File: src/rtl/demux_1to5_reg.sv
// rtl/demux_1to5_reg.sv - 1-to-5 registered write demux with per-destination valid/ack and sticky error flags
module demux_1to5_reg #(
    parameter int WIDTH    = 32,
    parameter int BCAST_EN = 1
) (
    input  logic             clk,
    input  logic             reset,
    input  logic [WIDTH-1:0] I,
    input  logic [2:0]       Select,
    input  logic             Write,
    input  logic [4:0]       Ack,
    input  logic             ErrClr,
    output logic [WIDTH-1:0] O0,
    output logic [WIDTH-1:0] O1,
    output logic [WIDTH-1:0] O2,
    output logic [WIDTH-1:0] O3,
    output logic [WIDTH-1:0] O4,
    output logic [4:0]       Valid,
    output logic [4:0]       Overrun,
    output logic             SelErr
);

    logic [WIDTH-1:0] data_q [5];
    logic [4:0]       valid_q, valid_d;
    logic [4:0]       overrun_q, overrun_d;
    logic             selerr_q, selerr_d;
    logic [4:0]       tgt;
    logic             sel_bad;

    // Target set decode; an invalid select leaves tgt empty so nothing is written.
    always_comb begin
        tgt     = 5'b00000;
        sel_bad = 1'b0;
        if (Write) begin
            if (Select <= 3'd4) begin
                tgt = 5'b00001 << Select;
            end else if (Select == 3'd7 && BCAST_EN != 0) begin
                tgt = 5'b11111;
            end else begin
                sel_bad = 1'b1;
            end
        end
    end

    // Write beats Ack; an error set in the same cycle as ErrClr wins.
    always_comb begin
        valid_d   = tgt | (valid_q & ~Ack);
        overrun_d = (ErrClr ? 5'b00000 : overrun_q) | (tgt & valid_q & ~Ack);
        selerr_d  = (ErrClr ? 1'b0 : selerr_q) | sel_bad;
    end

    always_ff @(posedge clk) begin
        if (reset) begin
            valid_q   <= 5'b00000;
            overrun_q <= 5'b00000;
            selerr_q  <= 1'b0;
        end else begin
            valid_q   <= valid_d;
            overrun_q <= overrun_d;
            selerr_q  <= selerr_d;
        end
    end

    always_ff @(posedge clk) begin
        for (int n = 0; n < 5; n++) begin
            if (reset) begin
                data_q[n] <= '0;
            end else if (tgt[n]) begin
                data_q[n] <= I;
            end
        end
    end

    assign O0      = data_q[0];
    assign O1      = data_q[1];
    assign O2      = data_q[2];
    assign O3      = data_q[3];
    assign O4      = data_q[4];
    assign Valid   = valid_q;
    assign Overrun = overrun_q;
    assign SelErr  = selerr_q;

endmodule
File: config.mk
export PLATFORM = sky130hd
export DESIGN_NAME = demux_1to5_reg
export DESIGN_NICKNAME = d
export VERILOG_FILES = /design/src/rtl/demux_1to5_reg.sv
export SDC_FILE = /design/constraint.sdc
export NUM_CORES = 1
export LEC_CHECK = 0
export BUFFER_PORTS_ARGS = -buffer_cell sky130_fd_sc_hd__buf_4
export CORE_ASPECT_RATIO = 0.9
export CORE_MARGIN = 4
export CORE_UTILIZATION = 30
export DETAILED_ROUTE_END_ITERATION = 12
export GPL_TIMING_DRIVEN = 0
export RECOVER_POWER = 25
export SETUP_SLACK_MARGIN = 0.3
export SLEW_MARGIN = 25
export SYNTH_ARGS = -nofsm -noshare
export SYNTH_HDL_FRONTEND = slang
export SYNTH_SLANG_ARGS = --single-unit
export TNS_END_PERCENT = 5
File: constraint.sdc
create_clock -name clk -period 8.3 [get_ports clk]
set_input_delay 1.66 -clock clk [delete_from_list [all_inputs] [get_ports clk]]
set_output_delay 1.66 -clock clk [all_outputs]
set_load 0.005 [all_outputs]
==> run metrics, run 1 <==
Reg power frac 51.0%; RSZ-0062 raised after global routing no; PnR worst setup slack around 3900 ps; leakage about 3.6 nW; vias about 4.0k; crit path from Select[1]; drt via density roughly 4.2; Die W between 150 and 200 um; syn_area_per_cell 16.3 um^2; worst r2r src Valid[4]; Yosys reg bits roughly 170; combinational power share between 9 and 10%; GR peak layer met2; setup TNS 0 ps; clock share of power roughly two fifths; clock root buffer clkbuf_16; Max VDD drop 120 uV; Sink Count between 150 and 200; CP peak stage delay between 2000 and 2500 ps; hold path cells 1; Worst setup EP type flip-flop; Bufs and invs on worst path 2; Sw Ratio between 20% and 30%; Slew Viols, Final 14; Port Buffers roughly 210; ys async rst share 0%; CP Cell Sequence clkbuf_1 > xor2_1 > o21ai_0 > buf_16; Top delay family on crit path compound AO/OA/AOI/OAI gates; total grt overflow 0; Hold Vio Cnt, Final 0; hold_sp Overrun[0]; Placer Congestion ~0.71; first-pass GRT wire length 25600 um; core area 21000 um^2; Die Y 147 um; Final Setup Violations 0; Net Sw Power 459 uW; CP Data Required Time roughly 8400 ps; H-tree Lvls 4; drt total wl 17200 um; Global Route met2 Usage about a quarter; drt wl/cell roughly 18 um; DRC 0; Yosys warning total 0; syn nets 440; pre-CTS setup slack 4880 ps; post-DP HPWL 12500 um; Worst path depth 4; sequential fraction of the synthesis area 77.7%; Primary FF master, synth edfxtp_1; fraction of layout cells with a size suffix above 1 41.8%; Post-CTS Setup Bufs 0; CP startpoint kind primary input; Int Pwr around 1.6 mW; Num CTS Buffers 17; Hold WC Path Type flip-flop to flip-flop; fin crit period about 4400 ps; Slew headroom -95.3%; Pre-antenna DRT Iters 4; Initial Util 30.8%; largest net degree at the start of global routing 20; initial antenna violation count 0; measured slew at the worst slew-check pin 2900 ps; Die Area ~24000 um^2; number of synthesized flops with an enable pin 160; ant diodes 0; clock skew about 1 ps; fin crit share about 53%; worst-path maximum fanout 19; Clock Pin Slew Worst Setup and Hold Paths around 60 ps; synth unique cells 30; clk_lat worst skew between 400 and 500 ps; Layout area overhead 40.1%; met3 usage under 10%; Hold-fix buffers, CTS 0; CTS resizes 0; initial drt markers between 150 and 200; r2r worst-path depth 3; max frequency approximately 0.23 GHz; maxcap violations 1; post-route ant nets 0; row cnt 50; critical path arrival 4550 ps; CTS tree yes; Top Ports about 220; GR Util met1 between 10% and 20%; P per Cell Area 223 nW/um^2; net total in the final layout 677; failing checks capacitance limit, slew limit; Cells after Synth 396; crit path kind primary input to flip-flop; result of the run finished with violations; slowest stage cell, crit path o21ai_0; aggregate global-route resource usage between 10% and 20%; CTS Buffer Depth 2; Synth Cell Area between 6000 and 7000 um^2; vias in the first global route 4252
cell usage after synthesis, types with 3 or more instances:
cell type | number | area share, %
buf_6 | 3 | 0.52
inv_1 | 6 | 0.35
edfxtp_1 | 160 | 74
clkbuf_1 | 9 | 0.52
dfxtp_1 | 11 | 3.4
nand2_1 | 4 | 0.23
clkbuf_2 | 4 | 0.31
and2_2 | 21 | 2.4
nor2_1 | 6 | 0.35
nand3_1 | 4 | 0.31
and2_1 | 139 | 13
nand2b_1 | 4 | 0.39
placed cells by master, fill, tap and decap left out, types with 6 or more instances in the layout:
cell type,instances
buf_4,180
edfxtp_1,160
and2_1,109
and2_0,30
clkbuf_4,25
clkbuf_1,23
and2_2,21
clkbuf_16,17
dfxtp_1,11
inv_1,6
nor2_1,6
worst paths after layout:
path                   end  slack, ps
min reg2reg     Overrun[0]        490
min             Overrun[0]        490
max          data_q[1][17]       3860
max reg2reg     Overrun[4]       7460
state kept, by name, summed over array words and instances, names as in the netlist:
| register | flops |
|---|---|
| Valid | 5 |
| SelErr | 1 |
| Overrun | 5 |
| data_q | 160 |
layer usage:
layer	share of wire, %	vias to the layer above
met2	49	151
met4	0.99	0
met3	8.1	15
met5	0	-
li1	-	1859
met1	42	1934
cells by family after synthesis:
kind of cell / Yosys count / synth area share, %
xor+xnor: 3 / 0.406
flops: 171 / 77.7
compound gates: 15 / 1.97
buf+inv: 23 / 1.78
simple gates: 184 / 18.2
power groups by stage:
stage          sequential, mW  clock, mW  combinational (mW)
4_1_cts                  1.03      0.813               0.210
3_5_place_dp             1.05          0               0.209
2_1_floorplan            1.06          0              0.0387
3_3_place_gp             1.06          0               0.195
6_report                 1.03      0.795               0.197
5_1_grt                  1.04      0.850               0.215
through the flow:
stage	instance area, um^2	power (mW)	instances	hold WS [ps]	util (%)
after floorplan	6470	1.10	396	466	-
after global placement	8430	1.25	895	474	40.1
after detailed placement	8580	1.26	900	457	40.8
after CTS	9170	2.06	932	484	43.6
after global routing	9060	2.10	932	516	43.1
final	9060	2.03	932	488	43.1
layout make-up:
| type | count | area [um^2] |
|---|---|---|
| fillers | 1986 | 12000 |
| flip-flops and latches | 171 | 5020 |
| repair buffers | 218 | 1700 |
| multi-input cells | 202 | 1310 |
| clock buffers | 18 | 429 |
| well taps | 286 | 358 |
| clock inverters | 14 | 159 |
| plain buffers | 17 | 67.6 |
| inverters | 6 | 22.5 |
Power figures use the tool's default switching activity.
==> inputs of run 2 (changes only) <==
==> constraint.sdc (replaced) <==
create_clock -name clk -period 3.9 [get_ports clk]
set_input_delay 0.78 -clock clk [delete_from_list [all_inputs] [get_ports clk]]
set_output_delay 0.78 -clock clk [all_outputs]
set_load 0.005 [all_outputs]
==> run metrics, run 2 (same netlist as run 1, synthesis figures left out) <==
Worst setup EP type flip-flop; Reg power frac about half; PnR worst setup slack between 1000 and 1500 ps; CTS Buffer Depth 2; total grt overflow 0; P per Cell Area about 500 nW/um^2; H-tree Lvls 4; fin crit period around 2500 ps; CP startpoint kind primary input; CTS resizes 0; maxcap violations 0; Design Power about 4.4 mW; Net Sw Power 984 uW; Num CTS Buffers 17; drt wl/cell 19.0 um; Pre-antenna DRT Iters 4; leakage around 3.6 nW; drt total wl between 15000 and 20000 um; measured slew at the worst slew-check pin 1040 ps; ant diodes 0; Hold Vio Cnt, Final 0; aggregate global-route resource usage 14.7%; clock skew 1.95 ps; Biggest register data_q; worst-path maximum fanout 10; Slew headroom 30.7%; DRC 0; vias slightly below 4k; Fillers 1966; Sink Count between 150 and 200; core area between 20000 and 25000 um^2; Initial Util between 30% and 40%; CP Data Required Time roughly 4200 ps; fin crit share 64.0%; net total in the final layout 678; post-DP HPWL about 13000 um; row cnt 50; Hold-fix buffers, CTS 0; vias in the first global route between 4k and 5k; Placed Area around 8600 um^2; crit path kind primary input to flip-flop; drt via density 4.26; Top Ports 215; clk_lat worst skew 420 ps; Placed Cells between 900 and 1k; clock root buffer clkbuf_16; Slew Viols, Final 0; initial antenna violation count 0; Placer Congestion around 0.73; Die W ~160 um; Cell Count, Final, Fillers Out ~930; CTS tree yes; Largest register FFs 160; most common cell after layout, fill and taps aside edfxtp_1; combinational power share 9.4%; post-route ant nets 0; Sw Ratio between 20% and 30%; Max VDD drop about 250 uV; Layout area overhead 40.3%; critical path arrival roughly 2800 ps; largest net degree at the start of global routing 20; Int Pwr roughly 3.5 mW; CP peak stage delay 740 ps; commonest non-fill, non-tap cells in the layout edfxtp_1 (160), buf_4 (157), and2_1 (129); fraction of layout cells with a size suffix above 1 around 40%; Die Y 147 um; max frequency between 0.4 and 0.5 GHz; Die Area ~24000 um^2; first-pass GRT wire length ~26000 um; RSZ-0062 raised after global routing no; Util after Layout 43.2%; Post-CTS Setup Bufs 0; final instance area between 9000 and 10000 um^2; clock share of power between 40 and 50%; Port Buffers about 210; most frequent CP cell clkbuf_1; result of the run completed; Hold WC Path Type flip-flop to flip-flop; Final Setup Violations 0; pre-CTS setup slack approximately 1300 ps; Clock Pin Slew Worst Setup and Hold Paths about 70 ps; initial drt markers about 140; slowest stage cell, crit path a21oi_1; CP Cell Sequence clkbuf_1 > or3_1 > a21oi_1 > clkbuf_1 > and2_1
run 2: power by group through the flow:
stage | clock [mW] | combinational, mW | sequential (mW)
finish | 1.83 | 0.418 | 2.20
global route | 1.95 | 0.453 | 2.21
CTS | 1.87 | 0.448 | 2.20
detailed placement | 0 | 0.447 | 2.24
global placement | 0 | 0.415 | 2.25
floorplan | 0 | 0.0826 | 2.25
run 2: final timing paths:
| kind | startpoint | to | slack, ps | cells past startpoint |
|---|---|---|---|---|
| setup reg to reg | Valid[1] | Overrun[1] | 3060 | 3 |
| hold / removal | Overrun[3] | Overrun[3] | 490 | 1 |
| setup / recovery | Select[2] | data_q[0][29] | 1400 | 5 |
| hold reg to reg | Overrun[3] | Overrun[3] | 490 | 1 |
run 2: worst max-delay path, delay by kind of cell:
| family | cells | cell delay, ps |
|---|---|---|
| compound gates | 1 | 740 |
| buf+inv | 2 | 640 |
| simple gates | 2 | 630 |
run 2: metal layers:
layer / routed length, um / part of all wire, % / global-route usage [%]
met4: 197 / 1.1 / 3.77
met5: 0 / 0 / 0
met1: 7570 / 43 / 18.9
met3: 1480 / 8.4 / 5.53
met2: 8440 / 48 / 23.7
run 2: area by class of cell:
type                            instances  area (um^2)  share of cell area, %
Buffer                                 17         67.6                  0.745
Clock buffer                           19          433                   4.77
Clock inverter                         13          201                   2.22
Inverter                                6         22.5                  0.248
Multi-Input combinational cell        202         1320                   14.5
Sequential cell                       171         5020                   55.4
Tap cell                              286          358                   3.94
Timing Repair Buffer                  219         1650                   18.2
run 2: metrics by stage:
step           hold slack, ps  setup TNS (ps)
3_3_place_gp              455          -80870
5_1_grt                   507               0
4_1_cts                   489               0
2_1_floorplan             466               0
3_5_place_dp              461               0
6_report                  489               0
==> inputs of run 3 (changes only) <==
==> constraint.sdc (replaced) <==
create_clock -name clk -period 2.6 [get_ports clk]
set_input_delay 0.52 -clock clk [delete_from_list [all_inputs] [get_ports clk]]
set_output_delay 0.52 -clock clk [all_outputs]
set_load 0.005 [all_outputs]
==> run metrics, run 3 (same netlist as run 1, synthesis figures left out) <==
measured slew at the worst slew-check pin approximately 1000 ps; clock skew between 2 and 3 ps; initial drt markers ~170; core area ~21000 um^2; Hold Vio Cnt, Final 0; Hold WC Path Type primary input to flip-flop; hold path cells 2; vias around 4k; Die W approximately 160 um; worst-path maximum fanout 13; row cnt 50; max frequency 0.463 GHz; Die Y between 100 and 150 um; commonest non-fill, non-tap cells in the layout buf_4 (186), edfxtp_1 (160), and2_1 (127); crit path kind primary input to flip-flop; largest net degree at the start of global routing 20; combinational power share 10.1%; r2r worst-path depth 3; Reg power frac between 50 and 60%; total grt overflow 0; CP peak stage delay 790 ps; Placer Congestion about 0.74; clock root buffer clkbuf_16; DRC 0; Worst setup EP type flip-flop; Final Setup Violations 0; Pre-antenna DRT Iters 4; drt total wl around 17000 um; maxcap violations 0; Max VDD drop about 370 uV; fraction of layout cells with a size suffix above 1 43.1%; net total in the final layout roughly 680; fin crit period 2160 ps; Num CTS Buffers 17; result of the run completed; initial antenna violation count 0; Port Buffers ~210; H-tree Lvls 4; CP Data Required Time 2640 ps; P per Cell Area roughly 700 nW/um^2; fin crit share roughly 83%; Top Ports 215; Die Area approximately 24000 um^2; aggregate global-route resource usage between 10 and 15%; drt via density 4.25; CTS resizes 0; pre-CTS setup slack about 330 ps; Post-CTS Setup Bufs 0; vias in the first global route 4284; Largest register FFs 160; setup TNS 0 ps; CTS Buffer Depth 2; post-DP HPWL between 10000 and 15000 um; Int Pwr ~4.8 mW; Biggest register data_q; Initial Util 30.8%; most frequent CP cell clkbuf_1; CP Cell Sequence clkbuf_1 > xor2_1 > o21ai_4 > clkbuf_1; Clock Pin Slew Worst Setup and Hold Paths 70 ps; Sw Ratio approximately a quarter; Slew Viols, Final 0; Sink Count 171; post-route ant nets 0; drt wl/cell about 19 um; clock share of power between 30% and 40%; PnR worst setup slack around 440 ps; Slew headroom 32.0%; RSZ-0062 raised after global routing no; most common cell after layout, fill and taps aside buf_4; critical path arrival 2200 ps; Util after Layout between 40% and 50%; Hold-fix buffers, CTS 0; ant diodes 0; Layout area overhead 41.1%; slowest stage cell, crit path clkbuf_1; CTS tree yes; first-pass GRT wire length around 26000 um; CP startpoint kind primary input; Net Sw Power about 1.5 mW; leakage around 3.7 nW; clk_lat worst skew roughly 420 ps
[run 3: final timing paths]
| path | start | endpoint | slack, ps |
|---|---|---|---|
| max | Select[1] | data_q[4][15] | 440 |
| max reg2reg | Valid[4] | Overrun[4] | 1770 |
| min | I[17] | data_q[0][17] | 400 |
| min reg2reg | Overrun[3] | Overrun[3] | 480 |
[run 3: worst max-delay path, delay by kind of cell]
kind	cells	cell delay [ps]
xor gates and xnor gates	1	250
buffers and inverters	2	1070
AOI/OAI and AO/OA	1	330
[run 3: per-layer routing]
layer  routed length [um]  GRT usage (%)  up-vias
met5                    0              0        -
met4                  112           3.27        0
met3                 1420           5.05        8
met2                 8800           25.0      152
met1                 7120           17.7     1945
li1                     -              -     1862
[run 3: power groups by stage]
stage,registers [mW],clock network (mW),logic (mW)
after floorplan,3.37,0,0.125
after global placement,3.37,0,0.621
after detailed placement,3.36,0,0.679
after CTS,3.31,2.51,0.680
after global routing,3.32,2.64,0.698
final,3.30,2.45,0.644
[run 3: layout make-up]
type,count,area [um^2]
multi-input combinational,202,1340
sequential,171,5020
clock inverter,15,153
buffer,17,90.1
clock buffer,17,425
inverter,6,22.5
tap,286,358
fill,1929,11900
timing repair buffer,219,1720
[run 3: stage by stage]
step / cells / area (um^2) / total power, mW / hold WS [ps]
final: 933 / 9130 / 6.39 / 399
after floorplan: 396 / 6470 / 3.50 / 466
after global placement: 895 / 8430 / 3.99 / 463
after detailed placement: 901 / 8620 / 4.04 / 468
after CTS: 933 / 9200 / 6.50 / 370
after global routing: 933 / 9130 / 6.66 / 379
